==> src/rtl/game_ctrl.sv <==
// game_ctrl: game-flow controller for the chicken-crossing VGA game.
// Sequences IDLE -> PLAY -> HIT -> (PLAY | OVER) -> IDLE, synchronizes the
// player button, derives a frame tick from vsync and drives the scroll
// datapath controls.
// Build option: define GAME_CTRL_LIVES_EN to keep a lives counter; without it
// the lives register is removed, lives reads 0 and every hit ends the game.
module game_ctrl #(
  parameter int HIT_FRAMES = 60,
  parameter int LIVES      = 3
) (
  input  logic       clk,
  input  logic       rst_n,
  input  logic       vsync,
  input  logic       move_btn,
  input  logic       collision,
  output logic       play_rst,
  output logic       move_pulse,
  output logic       freeze,
  output logic       flash,
  output logic [1:0] lives,
  output logic [1:0] state
);

  typedef enum logic [1:0] {
    IDLE = 2'b00,
    PLAY = 2'b01,
    HIT  = 2'b10,
    OVER = 2'b11
  } state_t;

  localparam logic [7:0] HIT_LAST = 8'(HIT_FRAMES);

  state_t     cur;
  logic       btn_s1;
  logic       btn_s2;
  logic       btn_s3;
  logic       btn_rise;
  logic       vs_q1;
  logic       vs_q2;
  logic       frame_tick;
  logic [7:0] frame_cnt;
  logic [7:0] frame_nxt;
  logic       last_life;

`ifdef GAME_CTRL_LIVES_EN
  localparam logic [1:0] LIVES_INIT = 2'(LIVES);
  logic [1:0] lives_q;
  logic [1:0] lives_dec;

  assign lives_dec = (lives_q == 2'd0) ? 2'd0 : lives_q - 2'd1;
  assign last_life = (lives_q == 2'd0);
  assign lives     = lives_q;
`else
  assign last_life = 1'b1;
  assign lives     = 2'b00;
`endif

  // Two-flop synchronizer for the raw button, plus an edge flop and a registered rising-edge pulse
  always_ff @(posedge clk or negedge rst_n) begin
    if (!rst_n) begin
      btn_s1   <= 1'b0;
      btn_s2   <= 1'b0;
      btn_s3   <= 1'b0;
      btn_rise <= 1'b0;
    end else begin
      btn_s1   <= move_btn;
      btn_s2   <= btn_s1;
      btn_s3   <= btn_s2;
      btn_rise <= btn_s2 & ~btn_s3;
    end
  end

  // Register vsync twice so the frame tick is a clean falling-edge detect
  always_ff @(posedge clk or negedge rst_n) begin
    if (!rst_n) begin
      vs_q1 <= 1'b0;
      vs_q2 <= 1'b0;
    end else begin
      vs_q1 <= vsync;
      vs_q2 <= vs_q1;
    end
  end

  assign frame_tick = vs_q2 & ~vs_q1;
  assign frame_nxt  = frame_cnt + 8'd1;
  assign state      = cur;
  assign move_pulse = btn_rise & (cur == PLAY) & ~collision;

  // Game FSM with registered datapath controls, frame counter and lives
  always_ff @(posedge clk or negedge rst_n) begin
    if (!rst_n) begin
      cur       <= IDLE;
      play_rst  <= 1'b1;
      freeze    <= 1'b0;
      flash     <= 1'b0;
      frame_cnt <= 8'd0;
`ifdef GAME_CTRL_LIVES_EN
      lives_q   <= 2'd0;
`endif
    end else begin
      case (cur)
        IDLE: begin
          if (btn_rise) begin
            cur      <= PLAY;
            play_rst <= 1'b0;
`ifdef GAME_CTRL_LIVES_EN
            lives_q  <= LIVES_INIT;
`endif
          end
        end
        PLAY: begin
          play_rst <= 1'b0;
          if (collision) begin
            cur       <= HIT;
            freeze    <= 1'b1;
            flash     <= 1'b0;
            frame_cnt <= 8'd0;
`ifdef GAME_CTRL_LIVES_EN
            lives_q   <= lives_dec;
`endif
          end
        end
        HIT: begin
          if (frame_tick) begin
            if (frame_nxt == HIT_LAST) begin
              frame_cnt <= 8'd0;
              flash     <= 1'b0;
              play_rst  <= 1'b1;
              if (last_life) begin
                cur <= OVER;
              end else begin
                cur    <= PLAY;
                freeze <= 1'b0;
              end
            end else begin
              frame_cnt <= frame_nxt;
              flash     <= frame_nxt[3];
            end
          end
        end
        OVER: begin
          if (btn_rise) begin
            cur      <= IDLE;
            freeze   <= 1'b0;
            play_rst <= 1'b1;
          end
        end
        default: begin
          cur <= IDLE;
        end
      endcase
    end
  end

endmodule
==> config.mk <==
export PLATFORM = sky130hd
export DESIGN_NAME = game_ctrl
export DESIGN_NICKNAME = d
export VERILOG_FILES = /design/src/rtl/game_ctrl.sv
export SDC_FILE = /design/constraint.sdc
export NUM_CORES = 1
export LEC_CHECK = 0
export ABC_CLOCK_PERIOD_IN_PS = 2300
export BUFFER_PORTS_ARGS = -buffer_cell sky130_fd_sc_hd__buf_2
export CORE_UTILIZATION = 54
export DETAILED_ROUTE_END_ITERATION = 16
export PLACE_DENSITY_LB_ADDON = 0.25
export SLEW_MARGIN = 20
export SYNTH_ARGS = -nofsm -noshare
export SYNTH_HDL_FRONTEND = slang
export SYNTH_SLANG_ARGS = --single-unit
export TNS_END_PERCENT = 5
==> constraint.sdc <==
create_clock -name clk -period 2.3 [get_ports clk]
set_clock_uncertainty 0.1 [all_clocks]
set_input_delay 0.23 -clock clk [delete_from_list [all_inputs] [get_ports clk]]
set_output_delay 0.23 -clock clk [all_outputs]
set_load 0.02 [all_outputs]
==> results of run 1 <==
==> where the power goes <==
part           leakage [nW]  internal [mW]  switching, mW
clock                0.0210         0.0964         0.0933
combinational         0.254          0.216          0.328
sequential            0.226          0.384         0.0494
total                 0.500          0.696          0.471
==> routing by layer <==
metal	wire length [microns]	part of all wire	up-vias	global-route usage
li1	-	-	341	-
met1	790	0.47	332	0.266
met2	839	0.50	12	0.367
met3	48	0.029	0	0.0708
met4	0	0	0	0.0875
met5	0	0	-	0
==> area by class of cell <==
cell class | instances | area (sq um) | share of cell area
clock buffers | 4 | 36.3 | 0.0342
inverters | 3 | 11.3 | 0.0106
multi-input cells | 66 | 454 | 0.428
flip-flops and latches | 18 | 452 | 0.426
well taps | 16 | 20.0 | 0.0189
repair buffers | 14 | 87.6 | 0.0825
==> final timing paths <==
| kind | from | to | slack [ps] | depth (start not counted) |
|---|---|---|---|---|
| max | frame_cnt[0]$_DFFE_PN0P_ | state[1]$_DFFE_PN0P_ | 240 | 5 |
| min | collision | freeze$_DFFE_PN0P_ | 250 | 3 |
| max reg2reg | frame_cnt[0]$_DFFE_PN0P_ | state[1]$_DFFE_PN0P_ | 240 | 5 |
| min reg2reg | vs_q1$_DFF_PN0_ | vs_q2$_DFF_PN0_ | 270 | 0 |
| max in group asynchronous | rst_n | play_rst$_DFFE_PN1P_ | 1480 | 2 |
| min in group asynchronous | rst_n | frame_cnt[2]$_DFFE_PN0P_ | 280 | 2 |
==> cells by family after synthesis <==
family | count (synthesis) | share of synthesized area
AOI/OAI and AO/OA | 21 | 0.166
adders and majority gates | 6 | 0.0805
buffers and inverters | 6 | 0.0322
DFF | 18 | 0.485
muxes | 2 | 0.0268
other | 1 | 0.00402
and+or+nand+nor | 35 | 0.205
==> timing repair <==
action | in CTS | in global routing
hold endpoints to repair | 19 | 0
setup endpoints to repair | 0 | 0
hold buffers | 3 | 0
resized for setup | 0 | 0
==> worst max-delay path, stage by stage, from the launching register on <==
cell,delay (ps)
dfrtp_1,390
ha_1,210
or2b_1,290
o41ai_4,460
nand4_2,190
mux2_4,330
==> synth_stat cells, types with 2 or more instances <==
cell type and number:
a21o_1 2, a21oi_1 4, and2_1 2, and3_1 2, buf_4 2, dfrtp_1 17, ha_1 6, inv_1 3
nand2_1 11, nand2b_1 3, nand3_1 3, nor2_1 5, o21ai_0 6, o31ai_1 2
==> metrics by stage <==
| stage | utilization | hold WS [ps] |
|---|---|---|
| 2_1_floorplan | - | -166 |
| 3_3_place_gp | 0.638 | 75.2 |
| 3_5_place_dp | 0.638 | 75.1 |
| 4_1_cts | 0.681 | 234 |
| 5_1_grt | 0.681 | 266 |
| 6_report | 0.681 | 252 |
==> results.md, run 1 <==
* GRT Total Usage at 0.221
* Final setup fails at 0
* Unrepaired setup endpoints after global routing: no
* Count of different cell masters after synthesis at 35
* Reg clk slew, reported paths at 100 ps
* Fin Setup TNS at 0 ps
* Clock latency on the worst-skew pair at 290 ps
* Inst Count DP at 114
* Detail Placement HPWL at 1240 microns
* Vias at 685
* Final WL at 1680 microns
* Worst-path maximum fanout at 9
* Antenna Cells at 0
* Routed WL per cell at 13.9 microns
* Number of flip-flops in the largest register at 8
* WP data required at 2390 ps
* Initial DRC count at 7
* PnR Total Power at approximately 1.2 mW
* Die area at 1900 sq um
* Fmax achieved at around 480 MHz
* First-pass GRT wire length at 3070 microns
* Min cycle time layout at 2060 ps
* Tcrit/Tclk final at 0.898
* Placed Area at 995 sq um
* Worst setup margin at 235 ps
* Pleak at 0.500 nW
* Most frequent cells in the layout: 17 x dfrtp_1, 11 x nand2_1, 10 x buf_2
* Largest reg by FF count: frame_cnt
* Startpoint Class: flip-flop
* Finished Layout Cells at approximately 120
* Die width at 43.5 microns
* Asr flop ratio synth at 1.00
* DRC viols at 0
* Pins Over Slew Limit at 0
* Cell area after layout at approximately 1100 sq um
* Max Cap Violations at 0
* Pre-CTS WS at 260 ps
* Post-Syn Area per Cell at about 10 sq um
* Ranking of synthesized cells by area: dfrtp_1 46%, ha_1 8.1%, nand2_1 4.4%, o21ai_0 3.2%, o41ai_4 3.0%
* CTS Buf Count at 3
* Detail-routed via count per cell at around 5.7
* IO Pins at 13
* Overflow after GRT at 0
* H-tree lvl count at 1
* Sequential area share after synthesis at 0.485
* Synth area leader: dfrtp_1
* Post-synth EDFFs at 0
* Worst setup EP type: flip-flop
* Crit Path Class: reg -> reg
* Std-Cell Rows at 14
* Syn Inst Count at just under 90
* Largest net degree at the start of global routing at 19
* Routability Congestion at 0.817
* Status: complete, no violations
* Die height at 43.5 microns
* Relative slew slack at 0.640
* Bufs on Longest Clock Path at 2
* Worst Hold Class: in -> reg
* Pwr dens at about 1100 nW/um^2
* Most common cell after layout, fill and taps aside: dfrtp_1
* Final ANT Viol Nets at 0
* Core area at 1560 sq um
* CTS tree: yes
* Total Nets Final at around 120
* Flops & latches, synth at 18
* Peak supply drop at 0.695 mV
* Data arrival time of the critical path at approximately 2200 ps
* Top FF cell, synth: dfrtp_1
* Post-synth top area share at 0.456
* Initial DRT Pass Iterations at 4
* Slew @ Worst Pin at around 540 ps
* Sink Count at 18
* Post-CTS Setup Repair Bufs at 0
* Mapped cell area at 932 sq um
* Initial core utilization at 0.598
* Fill cell count at 120
* YS warnings at 0
* Layout cells sized above 1 at 0.190
* Vias in the first global route at 738
* Root Buffer: clkbuf_4
* Fin. Hold Viols at 0
* Port buffer count at 10
* Area Growth Syn to Fin at 13.8%
* Antenna violations before repair at 0
Power figures use the tool's default switching activity.
==> run 2: changes to the inputs <==
--- a/config.mk
+++ b/config.mk
@@ -9,6 +9,7 @@
 export BUFFER_PORTS_ARGS = -buffer_cell sky130_fd_sc_hd__buf_2
 export CORE_UTILIZATION = 54
 export DETAILED_ROUTE_END_ITERATION = 16
+export MAX_ROUTING_LAYER = met4
 export PLACE_DENSITY_LB_ADDON = 0.25
 export SLEW_MARGIN = 20
 export SYNTH_ARGS = -nofsm -noshare
==> results.md, run 2 (synthesized netlist as in run 1, its figures left out) <==
* Combinational share of power at 0.467 (about the same)
* Largest reg by FF count: frame_cnt
* First-pass GRT wire length at 3070 microns (unchanged)
* Sink Count at 18 (unchanged)
* Cell area after layout at 1060 sq um (unchanged)
* Antenna violations before repair at 0 (unchanged)
* Reg clk slew, reported paths at 100 ps (about the same)
* Unrepaired setup endpoints after global routing: no
* Largest net degree at the start of global routing at 19 (unchanged)
* CTS Buf Count at 3 (unchanged)
* Die height at 43.5 microns (unchanged)
* Min cycle time layout at 2060 ps (-3.03 ps)
* Initial DRC count at 11 (+4)
* Peak supply drop at 0.696 mV (about the same)
* Sw Ratio at 0.404 (about the same)
* Vias in the first global route at 738 (unchanged)
* Tcrit/Tclk final at 0.897 (-0.00132)
* Die width at 43.5 microns (unchanged)
* Post-CTS sizing at 0 (unchanged)
* Pleak at 0.500 nW (unchanged)
* Layout cells sized above 1 at 0.190 (unchanged)
* Port buffer count at 10 (unchanged)
* Status: complete, no violations
* IO Pins at 13 (unchanged)
* Crit path cell chain: ha_1 -> or2b_1 -> o41ai_4 -> nand4_2 -> mux2_4
* Fin Setup TNS at 0 ps (unchanged)
* Final ANT Viol Nets at 0 (unchanged)
* Die area at 1900 sq um (unchanged)
* Slew @ Worst Pin at 537 ps (-0.661 ps)
* Data arrival time of the critical path at 2150 ps (about the same)
* Overflow after GRT at 0 (unchanged)
* Std-Cell Rows at 14 (unchanged)
* Number of flip-flops in the largest register at 8 (unchanged)
* Clock latency on the worst-skew pair at 290 ps (about the same)
* Relative slew slack at 0.641 (about the same)
* Root Buffer: clkbuf_4
* Final WL at 1680 microns (+0.12%)
* Fmax achieved at 485 MHz (+0.15%)
* Final setup fails at 0 (unchanged)
* Max Cap Violations at 0 (unchanged)
* Total Nets Final at 117 (unchanged)
* Buffers & Inverters on Critical Path at 0 (unchanged)
* Most frequent cells in the layout: 17 x dfrtp_1, 11 x nand2_1, 10 x buf_2
* Pins Over Slew Limit at 0 (unchanged)
* Most common cell after layout, fill and taps aside: dfrtp_1
* Vias at 690 (+0.73%)
* Core area at 1560 sq um (unchanged)
* CTS tree: yes
* Worst path max stage delay at 460 ps (about the same)
* Delay-heaviest family, CP: simple AND/OR/NAND/NOR gates
* Bufs on Longest Clock Path at 2 (unchanged)
* DRC viols at 0 (unchanged)
* Worst Hold Class: in -> reg
* Cell internal pwr at 696 uW (about the same)
* H-tree lvl count at 1 (unchanged)
* P_sw at 471 uW (about the same)
* Worst-path maximum fanout at 9 (unchanged)
* Crit Path Class: reg -> reg
* Worst setup EP type: flip-flop
* Detail Placement HPWL at 1240 microns (unchanged)
* Initial core utilization at 0.598 (unchanged)
* Slowest stage cell on the critical path: o41ai_4
* Antenna Cells at 0 (unchanged)
* Sequential power share at 0.371 (about the same)
* PnR Total Power at 1.17 mW (about the same)
* Area Growth Syn to Fin at 13.8% (unchanged)
* WP data required at 2390 ps (about the same)
* Post-CTS Setup Repair Bufs at 0 (unchanged)
* Initial DRT Pass Iterations at 4 (unchanged)
* Startpoint Class: flip-flop
* Routability Congestion at 0.829 (+1.5%)
* Detail-routed via count per cell at 5.70 (+0.73%)
* Routed WL per cell at 13.9 microns (+0.12%)
* Placed Area at 995 sq um (unchanged)
* Clock share of power at 0.162 (about the same)
* GRT Total Usage at 0.228 (+0.00705)
* Hold buffer count at cts at 3 (unchanged)
* Pwr dens at 1100 nW/um^2 (about the same)
* Fin. Hold Viols at 0 (unchanged)
run 2: cell counts in the layout (fill, tap and decap cells not counted):
No cell type changed its count.
run 2: metal layers:
metal / wire length (microns) / vias to the layer above / global-route usage
li1: - / 342 / -
met1: 783 / 331 / 0.266
met2: 841 / 17 / 0.367
met3: 56 / 0 / 0.0708
met4: 0 / 0 / 0.0875
met5: 0 / - / -
run 2: worst reg2reg max path: cells and delay by family, from the launching register on:
family,cells,cell delay [ps]
DFF,1,390
and+or+nand+nor,2,480
muxes,1,330
adders and majority gates,1,210
AOI/OAI and AO/OA,1,460
run 2: worst paths after layout:
path	from	end	slack, ps	depth (start not counted)
worst max register to register	frame_cnt[0]$_DFFE_PN0P_	state[1]$_DFFE_PN0P_	240	5
max in group asynchronous	rst_n	play_rst$_DFFE_PN1P_	1480	2
min in group asynchronous	rst_n	frame_cnt[2]$_DFFE_PN0P_	290	2
worst max-delay path	frame_cnt[0]$_DFFE_PN0P_	state[1]$_DFFE_PN0P_	240	5
worst min register to register	vs_q1$_DFF_PN0_	vs_q2$_DFF_PN0_	270	0
worst min-delay path	collision	freeze$_DFFE_PN0P_	250	3
run 2: power by group through the flow:
stage	Sequential (mW)	Combinational, mW	Clock (mW)
floorplan	0.474	0.364	0
global placement	0.436	0.519	0
detailed placement	0.440	0.545	0
CTS	0.433	0.550	0.200
global route	0.442	0.611	0.215
finish	0.433	0.545	0.190
run 2: cell type report:
class | count | area, sq um
Fill cell | 120 | 498
Multi-Input combinational cell | 66 | 454
Sequential cell | 18 | 452
Timing Repair Buffer | 14 | 87.6
Clock buffer | 4 | 36.3
Tap cell | 16 | 20.0
Inverter | 3 | 11.3
run 2: through the flow:
stage | instances | util | hold WS [ps] | worst slack (ps)
final | 121 | 0.681 | 252 | 238
after detailed placement | 114 | 0.638 | 75.1 | 260
after CTS | 121 | 0.681 | 234 | 261
after global placement | 114 | 0.638 | 75.2 | 336
after global routing | 121 | 0.681 | 266 | 125
after floorplan | 90 | - | -166 | 275
==> run 3: changes to the inputs <==
--- a/config.mk
+++ b/config.mk
@@ -11,6 +11,7 @@
 export DETAILED_ROUTE_END_ITERATION = 16
 export MAX_ROUTING_LAYER = met4
 export PLACE_DENSITY_LB_ADDON = 0.25
+export RECOVER_POWER = 25
 export SLEW_MARGIN = 20
 export SYNTH_ARGS = -nofsm -noshare
 export SYNTH_HDL_FRONTEND = slang
==> results.md, run 3 (synthesized netlist as in run 1, its figures left out) <==
* Cells on worst reg2reg path at 5 (unchanged)
* Fill cell count at 119 (-0.83%)
* Slew @ Worst Pin at 939 ps (+402 ps)
* Crit path cell chain: ha_1 -> or2b_1 -> o41ai_4 -> nand4_2 -> mux2_4
* Final WL at 1680 microns (-0.12%)
* Antenna Cells at 0 (unchanged)
* R2R Path Start: frame_cnt[0]$_DFFE_PN0P_
* Post-CTS sizing at 0 (unchanged)
* Number of flip-flops in the largest register at 8 (unchanged)
* Detail Placement HPWL at 1240 microns (unchanged)
* Std-Cell Rows at 14 (unchanged)
* Total Nets Final at 117 (unchanged)
* Worst setup EP type: flip-flop
* Die area at 1900 sq um (unchanged)
* Antenna violations before repair at 0 (unchanged)
* Overflow after GRT at 0 (unchanged)
* Initial core utilization at 0.598 (unchanged)
* Final setup fails at 0 (unchanged)
* Fmax achieved at 485 MHz (unchanged)
* Reg2Reg Setup Slack at 240 ps (about the same)
* WHS Path Cells at 3 (unchanged)
* Worst path max stage delay at 460 ps (about the same)
* Sink Count at 18 (unchanged)
* Initial DRT Pass Iterations at 4 (unchanged)
* Crit Path Class: reg -> reg
* Pre-CTS WS at 260 ps (unchanged)
* Fin. Hold Viols at 0 (unchanged)
* DRC viols at 0 (unchanged)
* Relative slew slack at 0.374 (-0.267)
* First-pass GRT wire length at 3070 microns (unchanged)
* Data arrival time of the critical path at 2150 ps (about the same)
* Min cycle time layout at 2060 ps (unchanged)
* Largest reg by FF count: frame_cnt
* Startpoint Class: flip-flop
* Pwr dens at 1100 nW/um^2 (about the same)
* CTS tree: yes
* Hold_sp: collision
* Clock latency on the worst-skew pair at 290 ps (about the same)
* Vias at 690 (unchanged)
* Routed WL per cell at 13.9 microns (-0.12%)
* Bufs on Longest Clock Path at 2 (unchanged)
* Layout cells sized above 1 at 0.181 (-0.00952)
* RR Endpoint: state[1]$_DFFE_PN0P_
* Fin Setup TNS at 0 ps (unchanged)
* CTS Buf Count at 3 (unchanged)
* IO Pins at 13 (unchanged)
* Port buffer count at 10 (unchanged)
* WP data required at 2390 ps (about the same)
* GRT Total Usage at 0.228 (unchanged)
* Tcrit/Tclk final at 0.897 (unchanged)
* Pleak at 0.498 nW (-0.55%)
* Initial DRC count at 11 (unchanged)
* Status: complete, no violations
* Die width at 43.5 microns (unchanged)
* Pins Over Slew Limit at 0 (unchanged)
* Reg clk slew, reported paths at 100 ps (about the same)
* Endpoint, Worst Hold: freeze$_DFFE_PN0P_
* Largest net degree at the start of global routing at 19 (unchanged)
* Routability Congestion at 0.829 (unchanged)
* Worst Hold Class: in -> reg
* Core area at 1560 sq um (unchanged)
* Root Buffer: clkbuf_4
* Post-CTS Setup Repair Bufs at 0 (unchanged)
* Worst-path maximum fanout at 9 (unchanged)
* Vias in the first global route at 738 (unchanged)
* Most common cell after layout, fill and taps aside: dfrtp_1
* Max Cap Violations at 0 (unchanged)
* Detail-routed via count per cell at 5.70 (unchanged)
* Peak supply drop at 0.696 mV (about the same)
* Slowest stage cell on the critical path: o41ai_4
* Unrepaired setup endpoints after global routing: no
* Die height at 43.5 microns (unchanged)
* H-tree lvl count at 1 (unchanged)
* Area Growth Syn to Fin at 13.7%
* Final ANT Viol Nets at 0 (unchanged)
* Worst setup margin at 238 ps (unchanged)
* Most frequent cells in the layout: 17 x dfrtp_1, 11 x nand2_1, 9 x buf_2
==> run 3: changes by cell type in the layout (fill, tap and decap cells not counted), sizes merged <==
| cell | change |
|---|---|
| clkbuf | +1 |
| buf | -1 |
==> run 3: what timing repair did <==
item	4_1_cts	5_1_grt
hold endpoints to repair	19	0
setup endpoints to repair	0	0
hold buffers	3	0
==> run 3: how the worst max path moves through the flow <==
stage                        startpoint                       end  slack (ps)  cells past startpoint
6_report       frame_cnt[0]$_DFFE_PN0P_      state[1]$_DFFE_PN0P_         240                      5
5_1_grt        frame_cnt[0]$_DFFE_PN0P_      state[1]$_DFFE_PN0P_         120                      5
4_1_cts        frame_cnt[0]$_DFFE_PN0P_      state[1]$_DFFE_PN0P_         260                      5
3_5_place_dp   frame_cnt[0]$_DFFE_PN0P_      state[1]$_DFFE_PN0P_         260                      5
3_3_place_gp   frame_cnt[0]$_DFFE_PN0P_      state[1]$_DFFE_PN0P_         340                      5
2_1_floorplan      state[0]$_DFFE_PN0P_  frame_cnt[5]$_DFFE_PN0P_         270                      6
==> run 3: per-layer routing <==
| layer | vias up | share of wire | track usage |
|---|---|---|---|
| met4 | 0 | 0 | 0.0875 |
| met3 | 0 | 0.035 | 0.0708 |
| met1 | 331 | 0.46 | 0.266 |
| met2 | 17 | 0.50 | 0.367 |
| li1 | 342 | - | - |
| met5 | - | 0 | - |
==> run 3: layout make-up <==
class | count | area (sq um) | area share
Multi-Input combinational cell | 66 | 454 | 0.429
Sequential cell | 18 | 452 | 0.426
Tap cell | 16 | 20.0 | 0.0189
Inverter | 3 | 11.3 | 0.0106
Timing Repair Buffer | 14 | 86.3 | 0.0815
Clock buffer | 4 | 36.3 | 0.0342
==> run 3: where the power goes <==
part	switching, mW	internal (mW)
clock	0.0932	0.0964
combinational	0.329	0.216
sequential	0.0493	0.384
==> run 3: worst max-delay path: cells and delay by family (launching register included) <==
| family | cells | cell delay, ps |
|---|---|---|
| and+or+nand+nor | 2 | 480 |
| muxes | 1 | 330 |
| DFF | 1 | 390 |
| AOI/OAI and AO/OA | 1 | 460 |
| adders and majority gates | 1 | 210 |
==> run 3: metrics by stage <==
stage	cells	cell area (sq um)	total power, mW	hold slack [ps]	util
2_1_floorplan	90	936	0.838	-166	-
3_3_place_gp	114	995	0.955	75.2	0.638
3_5_place_dp	114	995	0.985	75.1	0.638
4_1_cts	121	1060	1.18	234	0.681
5_1_grt	121	1060	1.27	266	0.680
6_report	121	1060	1.17	252	0.680
